### src/rtl/systolic_pkg.sv
// Shared types and helpers for the systolic MAC processing element.
// Holds the PE state encoding, default widths and product sign/zero extension.
package systolic_pkg;

    typedef enum logic [0:0] {
        IDLE  = 1'b0,
        ACCUM = 1'b1
    } pe_state_e;

    localparam int DATA_W_DEF = 8;
    localparam int ACC_W_DEF  = 24;
    localparam int CNT_W_DEF  = 8;

    // Widest product/accumulator the extension helper supports.
    localparam int EXT_W = 128;

    // Extend a prod_w-bit product held in the low bits of prod to EXT_W bits.
    function automatic logic [EXT_W-1:0] extend_product(input logic [EXT_W-1:0] prod,
                                                        input int unsigned   prod_w,
                                                        input bit            is_signed);
        logic [EXT_W-1:0] r;
        int unsigned      sh;
        sh = EXT_W - prod_w;
        r  = prod << sh;
        if (is_signed) begin
            r = $signed(r) >>> sh;
        end else begin
            r = r >> sh;
        end
        return r;
    endfunction

endpackage

### src/rtl/systolic_mac_pe_if.sv
// Operand, passthrough and result-handshake bundle of one systolic MAC PE.
// master = array fabric / bench side, slave = the PE itself.
interface systolic_mac_pe_if
    import systolic_pkg::*;
#(
    parameter int DATA_W = DATA_W_DEF,
    parameter int ACC_W  = ACC_W_DEF,
    parameter int CNT_W  = CNT_W_DEF
) ();

    logic [DATA_W-1:0] in_n_data;
    logic              in_n_vld;
    logic [DATA_W-1:0] in_w_data;
    logic              in_w_vld;
    logic [CNT_W-1:0]  k_len;
    logic              clr;
    logic [DATA_W-1:0] out_s_data;
    logic              out_s_vld;
    logic [DATA_W-1:0] out_e_data;
    logic              out_e_vld;
    logic [ACC_W-1:0]  res_data;
    logic              res_vld;
    logic              res_rdy;
    logic              ovr;
    logic              misalign;

    modport master (
        output in_n_data, in_n_vld, in_w_data, in_w_vld, k_len, clr, res_rdy,
        input  out_s_data, out_s_vld, out_e_data, out_e_vld,
        input  res_data, res_vld, ovr, misalign
    );

    modport slave (
        input  in_n_data, in_n_vld, in_w_data, in_w_vld, k_len, clr, res_rdy,
        output out_s_data, out_s_vld, out_e_data, out_e_vld,
        output res_data, res_vld, ovr, misalign
    );

endinterface

### src/rtl/systolic_mac_unit.sv
// Combinational multiply, extend to ACC_W and accumulate for one PE.
// SYSTOLIC_MAC_PE_SAT_EN selects a saturating accumulate instead of modulo wrap.
module systolic_mac_unit
    import systolic_pkg::*;
#(
    parameter int DATA_W = DATA_W_DEF,
    parameter int ACC_W  = ACC_W_DEF,
    parameter int SIGNED = 0
) (
    input  logic [DATA_W-1:0] a,
    input  logic [DATA_W-1:0] b,
    input  logic [ACC_W-1:0]  acc,
    input  logic              first,
    output logic [ACC_W-1:0]  sum
);

    localparam int PROD_W = 2 * DATA_W;

    logic [PROD_W-1:0] prod;
    logic [EXT_W-1:0]  prod_wide;
    logic [ACC_W-1:0]  prod_ext;
    logic [ACC_W-1:0]  base;

    generate
        if (SIGNED != 0) begin : g_smul
            logic signed [PROD_W-1:0] prod_s;
            assign prod_s = PROD_W'($signed(a)) * PROD_W'($signed(b));
            assign prod   = prod_s;
        end else begin : g_umul
            assign prod = PROD_W'(a) * PROD_W'(b);
        end
    endgenerate

    assign prod_wide = extend_product(EXT_W'(prod), PROD_W, SIGNED != 0);
    assign prod_ext  = prod_wide[ACC_W-1:0];
    // The first beat of a tile starts from zero rather than the stale accumulator.
    assign base      = first ? '0 : acc;

`ifdef SYSTOLIC_MAC_PE_SAT_EN
    function automatic logic [ACC_W-1:0] sat_add(input logic [ACC_W-1:0] x,
                                                 input logic [ACC_W-1:0] y);
        logic [ACC_W:0] s;
        s = {1'b0, x} + {1'b0, y};
        if (SIGNED != 0) begin
            if ((x[ACC_W-1] == y[ACC_W-1]) && (s[ACC_W-1] != x[ACC_W-1])) begin
                return x[ACC_W-1] ? {1'b1, {(ACC_W-1){1'b0}}} : {1'b0, {(ACC_W-1){1'b1}}};
            end
            return s[ACC_W-1:0];
        end
        // Unsigned products are never negative, so only the top can be exceeded.
        return s[ACC_W] ? '1 : s[ACC_W-1:0];
    endfunction

    assign sum = sat_add(base, prod_ext);
`else
    assign sum = base + prod_ext;
`endif

endmodule

### src/rtl/systolic_mac_pe.sv
// Output-stationary systolic MAC cell with operand forwarding and a one-deep result buffer.
// Define SYSTOLIC_MAC_PE_SAT_EN for a saturating accumulator.
module systolic_mac_pe
    import systolic_pkg::*;
#(
    parameter int DATA_W = DATA_W_DEF,
    parameter int ACC_W  = ACC_W_DEF,
    parameter int CNT_W  = CNT_W_DEF,
    parameter int SIGNED = 0
) (
    input  logic              clk,
    input  logic              rst,
    systolic_mac_pe_if.slave  pe
);

    pe_state_e        state_p0;
    pe_state_e        state_nx;
    logic [ACC_W-1:0] acc_p0;
    logic [ACC_W-1:0] sum;
    logic [CNT_W-1:0] cnt_p0;
    logic [CNT_W-1:0] klen_p0;
    logic [CNT_W-1:0] len_eff;
    logic [CNT_W:0]   cnt_inc;
    logic             beat;
    logic             first;
    logic             last;
    logic             complete;
    logic             pop;

    assign beat     = pe.in_n_vld & pe.in_w_vld;
    assign pop      = pe.res_vld & pe.res_rdy;
    assign cnt_inc  = first ? (CNT_W+1)'(1) : {1'b0, cnt_p0} + (CNT_W+1)'(1);
    assign last     = beat & (cnt_inc == {1'b0, len_eff});
    assign complete = last & ~pe.clr;

    systolic_mac_unit #(
        .DATA_W (DATA_W),
        .ACC_W  (ACC_W),
        .SIGNED (SIGNED)
    ) u_mac (
        .a     (pe.in_n_data),
        .b     (pe.in_w_data),
        .acc   (acc_p0),
        .first (first),
        .sum   (sum)
    );

    // State register
    always_ff @(posedge clk or posedge rst) begin
        if (rst) begin
            state_p0 <= IDLE;
        end else begin
            state_p0 <= state_nx;
        end
    end

    // Next state
    always_comb begin
        state_nx = state_p0;
        if (pe.clr) begin
            state_nx = IDLE;
        end else if (beat) begin
            state_nx = last ? IDLE : ACCUM;
        end
    end

    // FSM outputs: in IDLE the tile length comes straight from k_len (0 means 1)
    always_comb begin
        first   = 1'b0;
        len_eff = klen_p0;
        if (state_p0 == IDLE) begin
            first   = 1'b1;
            len_eff = (pe.k_len == '0) ? CNT_W'(1) : pe.k_len;
        end
    end

    // Accumulator, beat counter and latched tile length
    always_ff @(posedge clk or posedge rst) begin
        if (rst) begin
            acc_p0  <= '0;
            cnt_p0  <= '0;
            klen_p0 <= '0;
        end else if (pe.clr) begin
            acc_p0 <= '0;
            cnt_p0 <= '0;
        end else if (beat) begin
            if (first) begin
                klen_p0 <= len_eff;
            end
            if (last) begin
                acc_p0 <= '0;
                cnt_p0 <= '0;
            end else begin
                acc_p0 <= sum;
                cnt_p0 <= cnt_inc[CNT_W-1:0];
            end
        end
    end

    // Operand forwarding, one cycle, independent of clr and pairing
    always_ff @(posedge clk or posedge rst) begin
        if (rst) begin
            pe.out_s_data <= '0;
            pe.out_s_vld  <= 1'b0;
            pe.out_e_data <= '0;
            pe.out_e_vld  <= 1'b0;
        end else begin
            pe.out_s_data <= pe.in_n_data;
            pe.out_s_vld  <= pe.in_n_vld;
            pe.out_e_data <= pe.in_w_data;
            pe.out_e_vld  <= pe.in_w_vld;
        end
    end

    // Result buffer and sticky flags; a completion into a full, unpopped buffer is dropped
    always_ff @(posedge clk or posedge rst) begin
        if (rst) begin
            pe.res_data <= '0;
            pe.res_vld  <= 1'b0;
            pe.ovr      <= 1'b0;
            pe.misalign <= 1'b0;
        end else if (pe.clr) begin
            pe.res_vld  <= 1'b0;
            pe.ovr      <= 1'b0;
            pe.misalign <= 1'b0;
        end else begin
            if (pe.in_n_vld ^ pe.in_w_vld) begin
                pe.misalign <= 1'b1;
            end
            if (complete) begin
                if (!pe.res_vld || pop) begin
                    pe.res_data <= sum;
                    pe.res_vld  <= 1'b1;
                end else begin
                    pe.ovr <= 1'b1;
                end
            end else if (pop) begin
                pe.res_vld <= 1'b0;
            end
        end
    end

endmodule

### src/flat_wrapper.sv
// flat-port wrapper written by rule: the top's interface ports become plain ports
module systolic_mac_pe_flat import systolic_pkg::*;
#(
    parameter int DATA_W = DATA_W_DEF,
    parameter int ACC_W  = ACC_W_DEF,
    parameter int CNT_W  = CNT_W_DEF,
    parameter int SIGNED = 0
)
  (clk, rst, pe_in_n_data, pe_in_n_vld, pe_in_w_data, pe_in_w_vld, pe_k_len, pe_clr, pe_res_rdy, pe_out_s_data, pe_out_s_vld, pe_out_e_data, pe_out_e_vld, pe_res_data, pe_res_vld, pe_ovr, pe_misalign);
  systolic_mac_pe_if #(.DATA_W(DATA_W), .ACC_W(ACC_W), .CNT_W(CNT_W)) pe_i ();
  input  logic clk;
  input  logic rst;
  input wire logic [$bits(pe_i.in_n_data)-1:0] pe_in_n_data;
  input wire logic [$bits(pe_i.in_n_vld)-1:0] pe_in_n_vld;
  input wire logic [$bits(pe_i.in_w_data)-1:0] pe_in_w_data;
  input wire logic [$bits(pe_i.in_w_vld)-1:0] pe_in_w_vld;
  input wire logic [$bits(pe_i.k_len)-1:0] pe_k_len;
  input wire logic [$bits(pe_i.clr)-1:0] pe_clr;
  input wire logic [$bits(pe_i.res_rdy)-1:0] pe_res_rdy;
  output wire logic [$bits(pe_i.out_s_data)-1:0] pe_out_s_data;
  output wire logic [$bits(pe_i.out_s_vld)-1:0] pe_out_s_vld;
  output wire logic [$bits(pe_i.out_e_data)-1:0] pe_out_e_data;
  output wire logic [$bits(pe_i.out_e_vld)-1:0] pe_out_e_vld;
  output wire logic [$bits(pe_i.res_data)-1:0] pe_res_data;
  output wire logic [$bits(pe_i.res_vld)-1:0] pe_res_vld;
  output wire logic [$bits(pe_i.ovr)-1:0] pe_ovr;
  output wire logic [$bits(pe_i.misalign)-1:0] pe_misalign;
  assign pe_i.in_n_data = pe_in_n_data;
  assign pe_i.in_n_vld = pe_in_n_vld;
  assign pe_i.in_w_data = pe_in_w_data;
  assign pe_i.in_w_vld = pe_in_w_vld;
  assign pe_i.k_len = pe_k_len;
  assign pe_i.clr = pe_clr;
  assign pe_i.res_rdy = pe_res_rdy;
  assign pe_out_s_data = pe_i.out_s_data;
  assign pe_out_s_vld = pe_i.out_s_vld;
  assign pe_out_e_data = pe_i.out_e_data;
  assign pe_out_e_vld = pe_i.out_e_vld;
  assign pe_res_data = pe_i.res_data;
  assign pe_res_vld = pe_i.res_vld;
  assign pe_ovr = pe_i.ovr;
  assign pe_misalign = pe_i.misalign;
  systolic_mac_pe #(.DATA_W(DATA_W), .ACC_W(ACC_W), .CNT_W(CNT_W), .SIGNED(SIGNED)) u_core (.clk(clk), .rst(rst), .pe(pe_i));
endmodule
### config.mk
export PLATFORM = sky130hd
export DESIGN_NAME = systolic_mac_pe_flat
export DESIGN_NICKNAME = d
export VERILOG_FILES = /design/src/rtl/systolic_pkg.sv /design/src/rtl/systolic_mac_pe_if.sv /design/src/rtl/systolic_mac_unit.sv /design/src/rtl/systolic_mac_pe.sv /design/src/flat_wrapper.sv
export SDC_FILE = /design/constraint.sdc
export NUM_CORES = 1
export LEC_CHECK = 0
export BUFFER_PORTS_ARGS = -buffer_cell sky130_fd_sc_hd__buf_2
export CAP_MARGIN = 20
export CORE_MARGIN = 2
export CORE_UTILIZATION = 55
export DETAILED_ROUTE_END_ITERATION = 7
export HOLD_SLACK_MARGIN = 0.12
export PLACE_DENSITY = 0.76
export SYNTH_ARGS = -nofsm -noshare
export SYNTH_HDL_FRONTEND = slang
export SYNTH_SLANG_ARGS = --single-unit
### constraint.sdc
create_clock -name clk -period 6.6 [get_ports clk]
set_clock_uncertainty 0.05 [all_clocks]
set_input_delay 0 -clock clk [delete_from_list [all_inputs] [get_ports clk]]
set_output_delay 0 -clock clk [all_outputs]
set_load 0.02 [all_outputs]
==> flow_summary.yaml <==
worst_setup_path:
  critical_path_fanouts_max: 14
  reg2reg_setup_slack_ns: 1.23
  cp_num_buf_inv: 3
  timing.critical_path.cells: "nand2_1 -> fa_1 -> inv_1 -> fa_1 -> fa_1 -> inv_1 -> fa_1 -> inv_1 -> ha_1 -> a21o_1 -> a21oi_1 -> a32oi_1 -> a2111oi_0 -> nor3_1 -> xnor2_1 -> mux2_1"
  cp_slowest_cell: "sky130_fd_sc_hd__a2111oi_0"
  worst-endpoint-required_ns: 6.78
  critPathTopFamily: "adder cells"
  critical_path.reg2reg.startpoint: "u_core.state_p0$_DFFE_PP0P_"
  worstSetupEndpointType: "flop"
  worst_r2r_path_depth: 16
  slowest_delay_ns: 0.76
  timing.rr.end: "u_core.pe.res_data[23]$_DFFE_PP0P_"
  crit_path_launch_type: "flop"
  crit_path_frequent_cell: "sky130_fd_sc_hd__fa_1"
  cp.arrival_ns: 5.56
  crit_type: "reg -> reg"
timing:
  max_clock_freq_mhz: 186
  final-hold-violation-count: 0
  crit_share_post_route: 0.814
  relative_slew_slack: 0.314
  final_critical_path_time_including_i_o_delays_and_setup_ns: 5.37
  worst_pin_slew_ns: 1.02
  drv_slew: 0
  timing.setup.tns_ns: 0
  setup_repair_after_global_routing_missed_its_margin: "false"
  finalSetupViolations: 0
  hold_ws_ns: 0.254
synth:
  largest_family_of_logic_cells_by_synthesized_area: "adder cells"
  synth_warnings: 0
  synthFlopType: "sky130_fd_sc_hd__dfrtp_1"
  synth_edf_count: 0
  synth_xor_xnor_area_share: 0.0368
  synth_simple_gate_area_share: 0.159
  syn_avg_cell_area_um2: 10.1
  ys_types: 55
  postSynthRegisterBits: 86
  post_synth_fa_ha_maj_area_fraction: 0.239
  seq_area_frac_synth: 0.335
  synth_nets: 759
  post_synth_inst_count: 636
  post_synthesis_compound_gate_area_fraction: 0.0895
  synthesis.area_mm2: 0.00643
  synth.mux.area_fraction: 0.0687
  synth_async_sr_flop_share: 1.00
die:
  placement_rows: 39
  design.core.area_mm2: 0.0114
  floorplan.die.width_um: 112
  design.die.area_mm2: 0.0126
  initial_core_util: 0.563
  top_level_ports: 75
  die_h_um: 112
finish:
  layout-area-overhead-vs-synth_pct: 16.4
  num-nets-final: 854
  final.fill_count: 930
  post_route_cells_drive_above_1_share: 0.156
  number_of_diodes_added_for_antenna_fixing: 0
cts:
  cts_root_buf: "sky130_fd_sc_hd__clkbuf_16"
  clk-insertion-delay-late_ns: 0.35
  postCtsResizedCells: 0
  ctsHtreeMaxLevel: 3
  cts.sinks: 86
  path_clk_slew_ns: 0.07
  cts_tree: "yes"
  number_of_buffers_between_clock_root_and_the_deepest_sink: 2
  tritoncts.num_buffers: 9
  cts.repair_timing.setup_buffer_count: 0
power_and_ir_drop:
  power_per_cell_area_mw_per_mm2: 264
  power.ir.vdd_worst_v: 0.000152
  static-leakage-power_nw: 3.88
  report.power.total_mw: 1.97
worst_hold_path:
  hold_end: "u_core.pe.out_s_vld$_DFF_PP0_"
  holdCritPathClass: "in -> reg"
  hold_path_startpoint: "pe_in_n_vld"
  hold_depth: 2
detailed_routing:
  drt_drc_violations_left: 0
  first_iter_violations: 235
  ant_nets: 0
  drt_wl_total_um: 14300
  routed_wire_length_per_instance_um: 16.3
  detail_route.vias_per_cell: 5.51
  drtPass1Iterations: 6
  routed-via-count: 4840
placed_design:
  dp_hpwl_um: 10300
  port-buffer-count: 74
  gp_congestion: 0.875
global_routing:
  maximum_number_of_pins_on_one_net_before_global_route_repair: 69
  first_pass_grt_wire_length_um: 24900
  gr-total-overflow: 0
  grtUsageTotal: 0.248
  grt_antenna_before_repair: 0
  number_of_global_route_vias_before_repair: 5102
job:
  drv.max_cap_violation_count: 0
outcome:
  outcome: "completed"
stage by stage:
stage                     cell area [um^2]  instances  setup WS [ns]  utilization
final                                 7490        878           1.23        0.656
after global routing                  7490        878          0.854        0.656
after CTS                             7490        878           1.27        0.656
after detailed placement              6880        832           1.30        0.603
after global placement                6880        832           1.49        0.603
after floorplan                       6430        636          0.962            -
registers in the layout, indices dropped and copies added, names as in the netlist:
register / count
u_core.state_p0: 1
u_core.pe.res_vld: 1
u_core.pe.res_data: 24
u_core.pe.ovr: 1
u_core.pe.out_e_data: 8
u_core.pe.out_e_vld: 1
u_core.pe.out_s_data: 8
u_core.pe.misalign: 1
u_core.klen_p0: 8
u_core.acc_p0: 24
u_core.pe.out_s_vld: 1
u_core.cnt_p0: 8
cell usage after synthesis, types with 11 or more instances:
library cell | number | area [um^2]
sky130_fd_sc_hd__dfrtp_1 | 86 | 2150
sky130_fd_sc_hd__ha_1 | 43 | 538
sky130_fd_sc_hd__mux2_2 | 13 | 146
sky130_fd_sc_hd__inv_1 | 89 | 334
sky130_fd_sc_hd__and2_1 | 50 | 313
sky130_fd_sc_hd__mux2_1 | 20 | 225
sky130_fd_sc_hd__xnor2_1 | 18 | 158
sky130_fd_sc_hd__clkbuf_1 | 12 | 45.0
sky130_fd_sc_hd__a21oi_1 | 27 | 135
sky130_fd_sc_hd__nand3_1 | 25 | 125
sky130_fd_sc_hd__nor2_1 | 20 | 75.1
sky130_fd_sc_hd__a22o_1 | 11 | 96.3
sky130_fd_sc_hd__nand2_1 | 66 | 248
sky130_fd_sc_hd__fa_1 | 50 | 1000
cells in the final DEF, fill, tap and decap left out, types with 2 or more instances in the layout:
cell type,n
sky130_fd_sc_hd__a21o_1,7
sky130_fd_sc_hd__a21oi_1,27
sky130_fd_sc_hd__a22o_1,11
sky130_fd_sc_hd__a31oi_1,5
sky130_fd_sc_hd__a32oi_1,5
sky130_fd_sc_hd__and2_1,50
sky130_fd_sc_hd__and3_1,4
sky130_fd_sc_hd__buf_2,74
sky130_fd_sc_hd__buf_4,3
sky130_fd_sc_hd__clkbuf_16,9
sky130_fd_sc_hd__clkinv_2,2
sky130_fd_sc_hd__dfrtp_1,86
sky130_fd_sc_hd__dlygate4sd3_1,31
sky130_fd_sc_hd__fa_1,50
sky130_fd_sc_hd__ha_1,43
sky130_fd_sc_hd__inv_1,88
sky130_fd_sc_hd__mux2_1,20
sky130_fd_sc_hd__mux2_2,13
sky130_fd_sc_hd__mux2i_1,7
sky130_fd_sc_hd__nand2_1,66
sky130_fd_sc_hd__nand2b_1,7
sky130_fd_sc_hd__nand3_1,25
sky130_fd_sc_hd__nand4_1,3
sky130_fd_sc_hd__nor2_1,20
sky130_fd_sc_hd__nor2b_1,2
sky130_fd_sc_hd__nor3_1,8
sky130_fd_sc_hd__nor4_1,2
sky130_fd_sc_hd__nor4b_1,2
sky130_fd_sc_hd__o211ai_1,3
sky130_fd_sc_hd__o21ai_0,6
sky130_fd_sc_hd__o31ai_1,2
sky130_fd_sc_hd__xnor2_1,18
sky130_fd_sc_hd__xor2_1,9
where the power goes:
part / internal (mW) / switching (mW)
Combinational: 0.337 / 0.510
Clock: 0.295 / 0.226
Sequential: 0.578 / 0.0284
Total: 1.21 / 0.764
worst reg2reg max path, stage by stage, from the launching register on:
cell	delay [ns]
sky130_fd_sc_hd__dfrtp_1	0.58
sky130_fd_sc_hd__nand2_1	0.13
sky130_fd_sc_hd__fa_1	0.49
sky130_fd_sc_hd__inv_1	0.05
sky130_fd_sc_hd__fa_1	0.46
sky130_fd_sc_hd__fa_1	0.49
sky130_fd_sc_hd__inv_1	0.06
sky130_fd_sc_hd__fa_1	0.57
sky130_fd_sc_hd__inv_1	0.06
sky130_fd_sc_hd__ha_1	0.37
sky130_fd_sc_hd__a21o_1	0.18
sky130_fd_sc_hd__a21oi_1	0.17
sky130_fd_sc_hd__a32oi_1	0.20
sky130_fd_sc_hd__a2111oi_0	0.76
sky130_fd_sc_hd__nor3_1	0.15
sky130_fd_sc_hd__xnor2_1	0.18
sky130_fd_sc_hd__mux2_1	0.30
metal layers:
layer  GRT usage  vias up  part of all wire
met5           0        -                 0
met4      0.0951        0             0.022
met3      0.0351       25             0.033
met2       0.413      119              0.50
met1       0.333     2410              0.44
li1            -     2286                 -
how the worst max path moves through the flow:
stage	startpoint	endpoint	slack (ns)	depth (start not counted)
global placement	u_core.state_p0$_DFFE_PP0P_	u_core.pe.res_data[23]$_DFFE_PP0P_	1.49	16
floorplan	u_core.state_p0$_DFFE_PP0P_	u_core.pe.res_data[23]$_DFFE_PP0P_	0.96	20
detailed placement	u_core.state_p0$_DFFE_PP0P_	u_core.pe.res_data[23]$_DFFE_PP0P_	1.30	16
finish	u_core.state_p0$_DFFE_PP0P_	u_core.pe.res_data[23]$_DFFE_PP0P_	1.23	16
CTS	u_core.state_p0$_DFFE_PP0P_	u_core.pe.res_data[23]$_DFFE_PP0P_	1.27	16
global route	u_core.state_p0$_DFFE_PP0P_	u_core.pe.res_data[23]$_DFFE_PP0P_	0.85	16
final cells by class:
class	count	area, um^2	area share
clock buffers	9	225	0.0301
well taps	143	179	0.0239
repair buffers	108	703	0.0939
flip-flops and latches	86	2150	0.287
clock inverters	6	71.3	0.00953
inverters	90	339	0.0453
multi-input cells	436	3820	0.510
logic make-up after synthesis:
logic type / count (synthesis)
flops: 86
simple gates: 197
xor+xnor: 27
buf+inv: 114
mux: 40
fa+ha+maj: 93
compound gates: 79
what timing repair did:
action,in CTS,in global routing
endpoints found under the hold margin,66,0
hold buffers,31,0
endpoints found under the setup margin,0,0
No activity file was read; power rests on OpenSTA's default activity.
